## src/rtl/cfg_brg_pkg.sv

```systemverilog
// Shared types for the host-config target bridge: response codes and FSM states.
package cfg_brg_pkg;

  localparam logic [1:0] RESP_OK      = 2'b00;
  localparam logic [1:0] RESP_SLVERR  = 2'b10;
  localparam logic [1:0] RESP_TIMEOUT = 2'b11;

  typedef enum logic [1:0] {
    IDLE  = 2'd0,
    BUSY  = 2'd1,
    DONE  = 2'd2,
    DRAIN = 2'd3
  } brg_state_t;

endpackage

```

## src/rtl/cfg_brg_watchdog.sv

```systemverilog
// Per-access watchdog: counts enabled cycles since the last clear and flags the
// final cycle of the allowed window. Only built when CFG_BRG_TIMEOUT_EN is defined.
module cfg_brg_watchdog #(
  parameter  int LIMIT = 4096,
  localparam int CW    = $clog2(LIMIT + 1)
) (
  input  logic clock_afu,
  input  logic reset_afu_n,
  input  logic clear,
  input  logic enable,
  output logic expired
);

  logic [CW-1:0] cnt_q;

  // Fires while the count sits at LIMIT-1, so the owner leaves on that edge.
  assign expired = enable && (cnt_q == CW'(LIMIT - 1));

  always_ff @(posedge clock_afu or negedge reset_afu_n) begin
    if (!reset_afu_n)             cnt_q <= '0;
    else if (clear)               cnt_q <= '0;
    else if (enable && !expired)  cnt_q <= cnt_q + CW'(1);
  end

endmodule

```

## src/rtl/cfg_target_bridge.sv

```systemverilog
// Routes the held-level host config request to one of NUM_TGT targets and
// returns a coded response. Define CFG_BRG_TIMEOUT_EN to add the BUSY watchdog.
module cfg_target_bridge
  import cfg_brg_pkg::*;
#(
  parameter  int NUM_TGT     = 4,
  parameter  int ADDR_W      = 15,
  parameter  int DATA_W      = 32,
  parameter  int TIMEOUT_CYC = 4096,
  localparam int SEL_W       = (NUM_TGT > 1) ? $clog2(NUM_TGT) : 1
) (
  input  logic                      clock_afu,
  input  logic                      reset_afu_n,
  input  logic [SEL_W-1:0]          cfg_brg_devsel,
  input  logic [ADDR_W-1:0]         cfg_brg_addr,
  input  logic                      cfg_brg_wren,
  input  logic [DATA_W-1:0]         cfg_brg_wdata,
  input  logic                      cfg_brg_rden,
  output logic [DATA_W-1:0]         brg_cfg_rdata,
  output logic                      brg_cfg_done,
  output logic [1:0]                brg_cfg_resp,
  output logic [ADDR_W-1:0]         tgt_req_addr,
  output logic [DATA_W-1:0]         tgt_req_wdata,
  output logic [NUM_TGT-1:0]        tgt_req_wren,
  output logic [NUM_TGT-1:0]        tgt_req_rden,
  input  logic [NUM_TGT*DATA_W-1:0] tgt_rsp_rdata,
  input  logic [NUM_TGT-1:0]        tgt_rsp_done,
  input  logic [NUM_TGT-1:0]        tgt_rsp_err,
  output logic                      brg_err_pulse
);

  if (NUM_TGT < 2 || NUM_TGT > 16 || TIMEOUT_CYC < 2) begin : g_bad_cfg
    $error("cfg_target_bridge: NUM_TGT must be 2..16 and TIMEOUT_CYC >= 2");
  end

  brg_state_t state_q, state_nxt;

  logic [NUM_TGT-1:0][DATA_W-1:0] rsp_rdata;
  logic [SEL_W-1:0]               sel_q, sel_nxt;
  logic [NUM_TGT-1:0]             sel_oh;
  logic                           wr_q, wr_nxt;
  logic                           req_any, req_one, sel_legal;
  logic                           cap, fin, expired;
  logic [1:0]                     fin_resp;
  logic [DATA_W-1:0]              fin_rdata;

  assign rsp_rdata = tgt_rsp_rdata;
  assign req_any   = cfg_brg_wren | cfg_brg_rden;
  assign req_one   = cfg_brg_wren ^ cfg_brg_rden;
  assign sel_legal = int'(cfg_brg_devsel) < NUM_TGT;
  assign sel_oh    = NUM_TGT'(1) << sel_nxt;

`ifdef CFG_BRG_TIMEOUT_EN
  cfg_brg_watchdog #(.LIMIT(TIMEOUT_CYC)) u_wdog (
    .clock_afu   (clock_afu),
    .reset_afu_n (reset_afu_n),
    .clear       (state_q != BUSY),
    .enable      (state_q == BUSY),
    .expired     (expired)
  );
`else
  assign expired = 1'b0;
`endif

  always_comb begin
    state_nxt = state_q;
    sel_nxt   = sel_q;
    wr_nxt    = wr_q;
    cap       = 1'b0;
    fin       = 1'b0;
    fin_resp  = RESP_OK;
    fin_rdata = '0;
    unique case (state_q)
      IDLE: begin
        if (req_one && sel_legal) begin
          cap       = 1'b1;
          sel_nxt   = cfg_brg_devsel;
          wr_nxt    = cfg_brg_wren;
          state_nxt = BUSY;
        end else if (req_any) begin
          fin       = 1'b1;
          fin_resp  = RESP_SLVERR;
          state_nxt = DONE;
        end
      end
      BUSY: begin
        // Target done takes priority over a same-cycle watchdog expiry.
        if (tgt_rsp_done[sel_q]) begin
          fin       = 1'b1;
          fin_resp  = tgt_rsp_err[sel_q] ? RESP_SLVERR : RESP_OK;
          fin_rdata = wr_q ? '0 : rsp_rdata[sel_q];
          state_nxt = DONE;
        end else if (expired) begin
          fin       = 1'b1;
          fin_resp  = RESP_TIMEOUT;
          state_nxt = DONE;
        end
      end
      DONE:    state_nxt = DRAIN;
      DRAIN:   if (!req_any) state_nxt = IDLE;
      default: state_nxt = IDLE;
    endcase
  end

  always_ff @(posedge clock_afu or negedge reset_afu_n) begin
    if (!reset_afu_n) state_q <= IDLE;
    else              state_q <= state_nxt;
  end

  always_ff @(posedge clock_afu or negedge reset_afu_n) begin
    if (!reset_afu_n) begin
      sel_q         <= '0;
      wr_q          <= 1'b0;
      tgt_req_addr  <= '0;
      tgt_req_wdata <= '0;
      tgt_req_wren  <= '0;
      tgt_req_rden  <= '0;
      brg_cfg_done  <= 1'b0;
      brg_err_pulse <= 1'b0;
      brg_cfg_resp  <= RESP_OK;
      brg_cfg_rdata <= '0;
    end else begin
      if (cap) begin
        sel_q         <= sel_nxt;
        wr_q          <= wr_nxt;
        tgt_req_addr  <= cfg_brg_addr;
        tgt_req_wdata <= cfg_brg_wdata;
      end
      // Strobes track the next state so they rise on BUSY entry and fall on exit.
      tgt_req_wren  <= (state_nxt == BUSY &&  wr_nxt) ? sel_oh : '0;
      tgt_req_rden  <= (state_nxt == BUSY && !wr_nxt) ? sel_oh : '0;
      brg_cfg_done  <= fin;
      brg_err_pulse <= fin && (fin_resp != RESP_OK);
      if (fin) begin
        brg_cfg_resp  <= fin_resp;
        brg_cfg_rdata <= fin_rdata;
      end
    end
  end

endmodule
```

## config.mk

```make
export PLATFORM = sky130hd
export DESIGN_NAME = cfg_target_bridge
export DESIGN_NICKNAME = d
export VERILOG_FILES = /design/src/rtl/cfg_brg_pkg.sv /design/src/rtl/cfg_brg_watchdog.sv /design/src/rtl/cfg_target_bridge.sv
export SDC_FILE = /design/constraint.sdc
export NUM_CORES = 1
export LEC_CHECK = 0
export ABC_AREA = 1
export CORE_MARGIN = 1.5
export CORE_UTILIZATION = 35
export CTS_CLUSTER_DIAMETER = 120
export DETAILED_ROUTE_END_ITERATION = 16
export PLACE_DENSITY = 0.85
export SLEW_MARGIN = 20
export SYNTH_ARGS = -nofsm -noshare
export SYNTH_HDL_FRONTEND = slang
export SYNTH_SLANG_ARGS = --single-unit
```

## constraint.sdc

```tcl
create_clock -name clock_afu -period 1.9 [get_ports clock_afu]
set_input_delay 0.38 -clock clock_afu [delete_from_list [all_inputs] [get_ports clock_afu]]
set_output_delay 0.38 -clock clock_afu [all_outputs]
set_load 0.02 [all_outputs]
```

==> flow_metrics.py, run 1 <==
metrics = {
    "outcome": {
        "status": "completed",
    },
    "timing": {
        "max_freq_mhz": 561.8,
        "setup_violations": 0,
        "hold_violations": 0,
        "setup_ws_ns": 0.1200,
        "slew_violations": 0,
        "hold_ws_ns": 0.5019,
        "min_period_ns": 1.780,
        "rsz0062_at_grt": "false",
        "finalClockSkew_ns": 0.005873,
        "fin_crit_sh_pct": 93.69,
    },
    "route": {
        "vias": 4657,
        "drtPass1Iterations": 4,
        "wl_per_cell_um": 16.33,
        "drtAntennaViolNets": 0,
        "drc": 0,
        "vias_per_cell": 4.876,
        "drt_iter0_markers": 123,
        "wl_mm": 15.60,
    },
    "synthesis": {
        "synth-seq-area-share_pct": 52.01,
        "syn_inst": 501,
        "synth_area_sq_um": 4571,
        "avgSynthCellArea_sq_um": 9.123,
        "synth_top_cell_area_share_pct": 52.01,
        "syn_nets": 692,
        "synth_edf_count": 0,
        "yosysUniqueCellTypes": 21,
        "ys_async_sr_fraction_pct": 100.0,
        "netlist_top_cells_area": "dfrtp_1, mux2_2, o21ai_0",
        "yosysWarnings": 0,
        "synth_top_cell_by_area": "dfrtp_1",
        "synth-main-ff-cell": "dfrtp_1",
        "ys_ff_latch": 95,
    },
    "global_routing": {
        "antenna_found_initial": 0,
        "grt_pass1_vias": 4793,
        "grt_max_degree": 46,
        "grt_use_total_pct": 22.61,
        "grt_pass1_wl_mm": 23.71,
        "overflow": 0,
    },
    "power": {
        "leakage_nw": 3.473,
        "p_per_area_nw_per_um2": 1546,
        "ir_drop_mv": 0.9224,
    },
    "setup_path": {
        "criticalPathCategory": "primary input to register",
        "crit_chain": "clkdlybuf4s50_1 > inv_1 > ha_1 > nand2_2 > buf_12 > mux2_2",
        "critical_path_required_ns": 2.13,
        "cp-start-kind": "primary input",
        "cp_slowest_cell": "clkdlybuf4s50_1",
        "path_delay_family": "buffers and inverters",
        "critPathCaptureType": "register",
        "critPathBufInv": 3,
        "cp_max_fo": 32,
        "crit_path_max_incr_delay_ns": 0.49,
        "cp_data_arrival_time_ns": 2.01,
    },
    "floorplan": {
        "dieWidth_um": 117.3,
        "start_util_pct": 36.07,
        "die_h_um": 117.3,
        "pin_count": 280,
        "core_sq_um": 12670,
        "dieArea_sq_um": 13750,
        "num_rows": 41,
    },
    "hold_path": {
        "hp-class": "primary input to asynchronous set/reset pin",
    },
    "clock_network": {
        "clk_latency_ns": 0.34,
        "cts_sinks": 95,
        "cts.clk_slew.worst_paths_ns": 0.07,
        "htree_levels": 3,
        "clockRootBuffer": "clkbuf_16",
        "cts_tree": "built",
        "numCtsBuffers": 9,
        "ctsLongestPathBuffers": 2,
    },
    "layout": {
        "drive_gt1_share_pct": 12.52,
        "fill_cells": 1041,
        "diodes": 0,
        "area_delta_synth_final_pct": 74.73,
        "nets": 969,
    },
    "place": {
        "hpwlAfterDp_mm": 11.97,
        "gp_congestion": 0.8146,
        "post-place-ws_ns": -0.2385,
        "port-buffer-count": 278,
    },
    "job": {
        "maxCapViolCount": 0,
    },
}
[metal layers]
layer	up-vias	GRT usage, %	share of wire (%)	wire, um
met5	-	0	0	0
met4	0	9.398	2.8	437
met3	32	5.613	7.4	1156
met2	181	40.08	50	7814
met1	2195	26.07	40	6188
li1	2249	-	-	-
[what timing repair did]
action / 4_1_cts / 5_1_grt
buffers inserted: 0 / 0
gates resized for setup: 0 / 1
setup endpoints to repair: 0 / 1
hold buffers: 1 / 0
endpoints found under the hold margin: 28 / 0
[sequential cells by signal (all words and copies together) (netlist names)]
register       cells
tgt_req_rden       4
brg_cfg_rdata     32
tgt_req_wren       4
brg_err_pulse      1
tgt_req_addr      15
wr_q               1
state_q            2
tgt_req_wdata     32
sel_q              2
brg_cfg_resp       1
brg_cfg_done       1
[cells in the mapped netlist, types with 3 or more instances]
library cell and n:
mux2_2 47, inv_1 10, buf_4 4, dfrtp_1 95
nand3_2 3, nand2_1 89, clkbuf_1 14, nand3_1 34
buf_2 16, o21ai_0 67, inv_2 3, o22ai_1 33
nor2_1 76
[metrics by stage]
step | total power, W | instance area, sq um | TNS [ns] | instances | utilization [%]
finish | 0.01235 | 7986 | 0 | 955 | 63.03
floorplan | 0.007127 | 4571 | 0 | 501 | -
global route | 0.01316 | 7986 | 0 | 955 | 63.03
detailed placement | 0.01036 | 7634 | -11.11 | 938 | 60.24
CTS | 0.01245 | 7983 | 0 | 955 | 63.00
global placement | 0.01019 | 7634 | -11.36 | 938 | 60.24
[cells in the final DEF, fill, tap and decap left out, types with 2 or more instances in the layout]
cell	synthesis	final
buf_4	4	17
dfrtp_1	95	94
clkbuf_16	0	9
buf_12	0	6
nand3_2	3	3
mux2_2	47	47
inv_6	0	3
nor2_1	76	76
inv_2	3	3
clkdlybuf4s50_1	0	277
o22ai_1	33	33
nand3_1	34	34
nand2_1	89	89
ha_1	2	2
o21ai_0	67	67
bufinv_16	0	2
inv_1	10	10
[path summary, 6_finish.rpt]
check / startpoint / end / slack [ns] / cells after the start
setup / recovery: cfg_brg_wren / tgt_req_wdata[17]$_DFFE_PN0P_ / 0.12 / 6
min in group clock_afu: tgt_req_addr[8]$_DFFE_PN0P_ / tgt_req_addr[8]$_DFFE_PN0P_ / 0.51 / 1
max in group asynchronous: reset_afu_n / sel_q[0]$_DFFE_PN0P_ / 0.74 / 3
setup reg to reg: sel_q[0]$_DFFE_PN0P_ / brg_cfg_resp[1]$_DFFE_PN0P_ / 0.29 / 8
hold reg to reg: tgt_req_addr[8]$_DFFE_PN0P_ / tgt_req_addr[8]$_DFFE_PN0P_ / 0.51 / 1
hold / removal: reset_afu_n / tgt_req_wdata[28]$_DFFE_PN0P_ / 0.50 / 2
[area by class of cell]
type | count | area, sq um | share of cell area [%]
multi-input cells | 358 | 1974 | 24.72
inverters | 13 | 48.80 | 0.6110
well taps | 172 | 215.2 | 2.695
flip-flops and latches | 95 | 2379 | 29.78
repair buffers | 301 | 3030 | 37.94
clock buffers | 9 | 225.2 | 2.820
clock inverters | 7 | 113.9 | 1.426
[report_power, final]
group | internal (W) | total, W | leakage [nW] | switching [W]
clock network | 0.00119 | 0.00204 | 0.166 | 0.000854
logic | 0.00323 | 0.00677 | 2.11 | 0.00354
registers | 0.00299 | 0.00354 | 1.20 | 0.000548
[logic make-up after synthesis]
kind of cell / synth area share (%)
fa+ha+maj: 0.5474
other cells: 0.08205
mux: 11.58
compound gates: 12.07
simple gates: 18.83
flops: 52.01
buf+inv: 4.873
Note: power is estimated with default switching activity, not from simulation.
==> run 2, diff against run 1 <==
--- a/config.mk
+++ b/config.mk
@@ -11,7 +11,7 @@
 export CTS_CLUSTER_DIAMETER = 120
 export DETAILED_ROUTE_END_ITERATION = 16
 export PLACE_DENSITY = 0.85
-export SLEW_MARGIN = 20
+export SLEW_MARGIN = 30
 export SYNTH_ARGS = -nofsm -noshare
 export SYNTH_HDL_FRONTEND = slang
 export SYNTH_SLANG_ARGS = --single-unit
==> constraint.sdc (replaced) <==
create_clock -name clock_afu -period 1.9 [get_ports clock_afu]
set_input_delay 0.57 -clock clock_afu [delete_from_list [all_inputs] [get_ports clock_afu]]
set_output_delay 0.57 -clock clock_afu [all_outputs]
set_load 0.02 [all_outputs]
==> run 2 against run 1 <==
  * Worst hold slack worse by 0.30 ns
  * Clock skew grew 0.0012 ns
  * Combinational power decreased by 2%
  * Critical path type is now register to output port
  * Power shrank 2.8%
  * Wire length up 3.4%
  * Largest power group unchanged
  * Die area unchanged
  * Clock-buffer cell count grew 1
==> flow_metrics.py, run 2 (same netlist as run 1, synthesis figures left out) <==
metrics = {
    "timing": {
        "max_freq_mhz": 534.5,
        "hold_violations": 0,
        "slew_violations": 0,
        "tns_ns": 0,
        "finalClockSkew_ns": 0.007024,
        "fin_crit_sh_pct": 98.47,
        "min_period_ns": 1.871,
        "rsz0062_at_grt": "false",
        "setup_ws_ns": 0.02911,
        "setup_violations": 0,
    },
    "setup_path": {
        "cp_data_arrival_time_ns": 1.30,
        "critical_path_required_ns": 1.33,
        "cp-start-kind": "register",
        "crit_chain": "clkdlybuf4s50_1",
        "path_delay_family": "buffers and inverters",
        "critPathBufInv": 1,
        "cp_slowest_cell": "clkdlybuf4s50_1",
        "criticalPathCategory": "register to output port",
        "critPathCaptureType": "output port",
        "crit_path_max_incr_delay_ns": 0.63,
        "cp_max_fo": 1,
    },
    "floorplan": {
        "dieArea_sq_um": 13750,
        "start_util_pct": 36.07,
        "num_rows": 41,
        "dieWidth_um": 117.3,
        "die_h_um": 117.3,
        "core_sq_um": 12670,
        "pin_count": 280,
    },
    "outcome": {
        "status": "completed",
    },
    "power": {
        "p_seq_share_pct": 29.3,
        "p_int_w": 0.007063,
        "leakage_nw": 4.281,
        "power_frac_clock_pct": 15.4,
        "switchingPower_w": 0.004945,
        "p_per_area_nw_per_um2": 1472,
        "power_w": 0.01201,
        "switching_share_pct": 41.18,
        "ir_drop_mv": 0.8446,
        "combPwrFrac_pct": 55.3,
    },
    "layout": {
        "area_delta_synth_final_pct": 78.48,
        "layout_commonest_cell": "clkdlybuf4s50_1",
        "largestRegisters": "brg_cfg_rdata (32), tgt_req_wdata (32), tgt_req_addr (15)",
        "fill_cells": 1057,
        "multi_input_area_sq_um": 2024,
        "final_util_pct": 64.38,
        "diodes": 0,
        "drive_gt1_share_pct": 13.43,
        "stdcell_count": 954,
        "nets": 968,
        "regArea_sq_um": 2379,
        "final_cell_mix": "clkdlybuf4s50_1, dfrtp_1, nand2_1",
    },
    "clock_network": {
        "ctsHoldBuffers": 0,
        "clk_latency_ns": 0.34,
        "numCtsBuffers": 9,
        "htree_levels": 3,
        "cts_tree": "built",
        "clockRootBuffer": "clkbuf_16",
        "cts_sinks": 95,
        "cts.clk_slew.worst_paths_ns": 0.07,
        "ctsLongestPathBuffers": 2,
    },
    "route": {
        "wl_mm": 16.14,
        "drt_iter0_markers": 196,
        "vias_per_cell": 4.879,
        "drtPass1Iterations": 4,
        "vias": 4655,
        "wl_per_cell_um": 16.91,
        "drtAntennaViolNets": 0,
        "drc": 0,
    },
    "global_routing": {
        "antenna_found_initial": 0,
        "grt_pass1_wl_mm": 23.58,
        "grt_max_degree": 51,
        "grt_pass1_vias": 4707,
        "grt_use_total_pct": 22.65,
        "overflow": 0,
    },
    "hold_path": {
        "hp-class": "primary input to asynchronous set/reset pin",
    },
    "place": {
        "gp_congestion": 0.8242,
        "port-buffer-count": 278,
        "post-place-ws_ns": -0.5187,
        "hpwlAfterDp_mm": 11.94,
        "dp_cells": 936,
    },
    "job": {
        "maxCapViolCount": 0,
    },
}
[run 2: cell type report]
| cell class | count | area share, % |
|---|---|---|
| Clock buffer | 10 | 2.807 |
| Clock inverter | 6 | 0.9202 |
| Inverter | 13 | 0.5982 |
| Multi-Input combinational cell | 358 | 24.82 |
| Sequential cell | 95 | 29.16 |
| Tap cell | 172 | 2.638 |
| Timing Repair Buffer | 300 | 39.06 |
[run 2: what timing repair did]
| action | CTS | global route |
|---|---|---|
| setup buffers | 1 | 0 |
| pin swaps | 1 | 5 |
| cloned | 1 | 0 |
| resized for setup | 25 | 70 |
| setup endpoints to repair | 72 | 94 |
[run 2: final timing paths]
path	start	end	slack (ns)	cells past startpoint
setup / recovery	tgt_req_wren[0]$_DFF_PN0_	tgt_req_wren[0]	0.03	1
hold / removal	reset_afu_n	tgt_req_wdata[15]$_DFFE_PN0P_	0.21	2
setup reg to reg	sel_q[0]$_DFFE_PN0P_	brg_cfg_resp[1]$_DFFE_PN0P_	0.29	8
hold reg to reg	brg_cfg_rdata[20]$_DFFE_PN0P_	brg_cfg_rdata[20]$_DFFE_PN0P_	0.50	2
max in group asynchronous	reset_afu_n	sel_q[0]$_DFFE_PN0P_	1.44	2
min in group clock_afu	brg_cfg_rdata[20]$_DFFE_PN0P_	brg_cfg_rdata[20]$_DFFE_PN0P_	0.50	2
[run 2: power by group through the flow]
stage	Sequential, W	Clock, W	Combinational (W)
2_1_floorplan	0.00463	0	0.00250
3_3_place_gp	0.00352	0	0.00665
3_5_place_dp	0.00356	0	0.00678
4_1_cts	0.00353	0.00190	0.00675
5_1_grt	0.00362	0.00199	0.00720
6_report	0.00351	0.00185	0.00664
[run 2: layer usage]
metal,GRT usage [%],routed length [um],vias to the layer above
met4,8.675,378,0
met2,39.57,8213,185
met3,6.025,1273,31
li1,-,-,2249
met5,0,0,-
met1,26.65,6269,2190
[run 2: through the flow]
step / instance area (sq um) / hold WS, ns
after floorplan: 4571 / 0.2744
after global placement: 7631 / 0.4847
after detailed placement: 7631 / 0.4945
after CTS: 7976 / 0.2093
after global routing: 8158 / 0.2171
final: 8158 / 0.2057
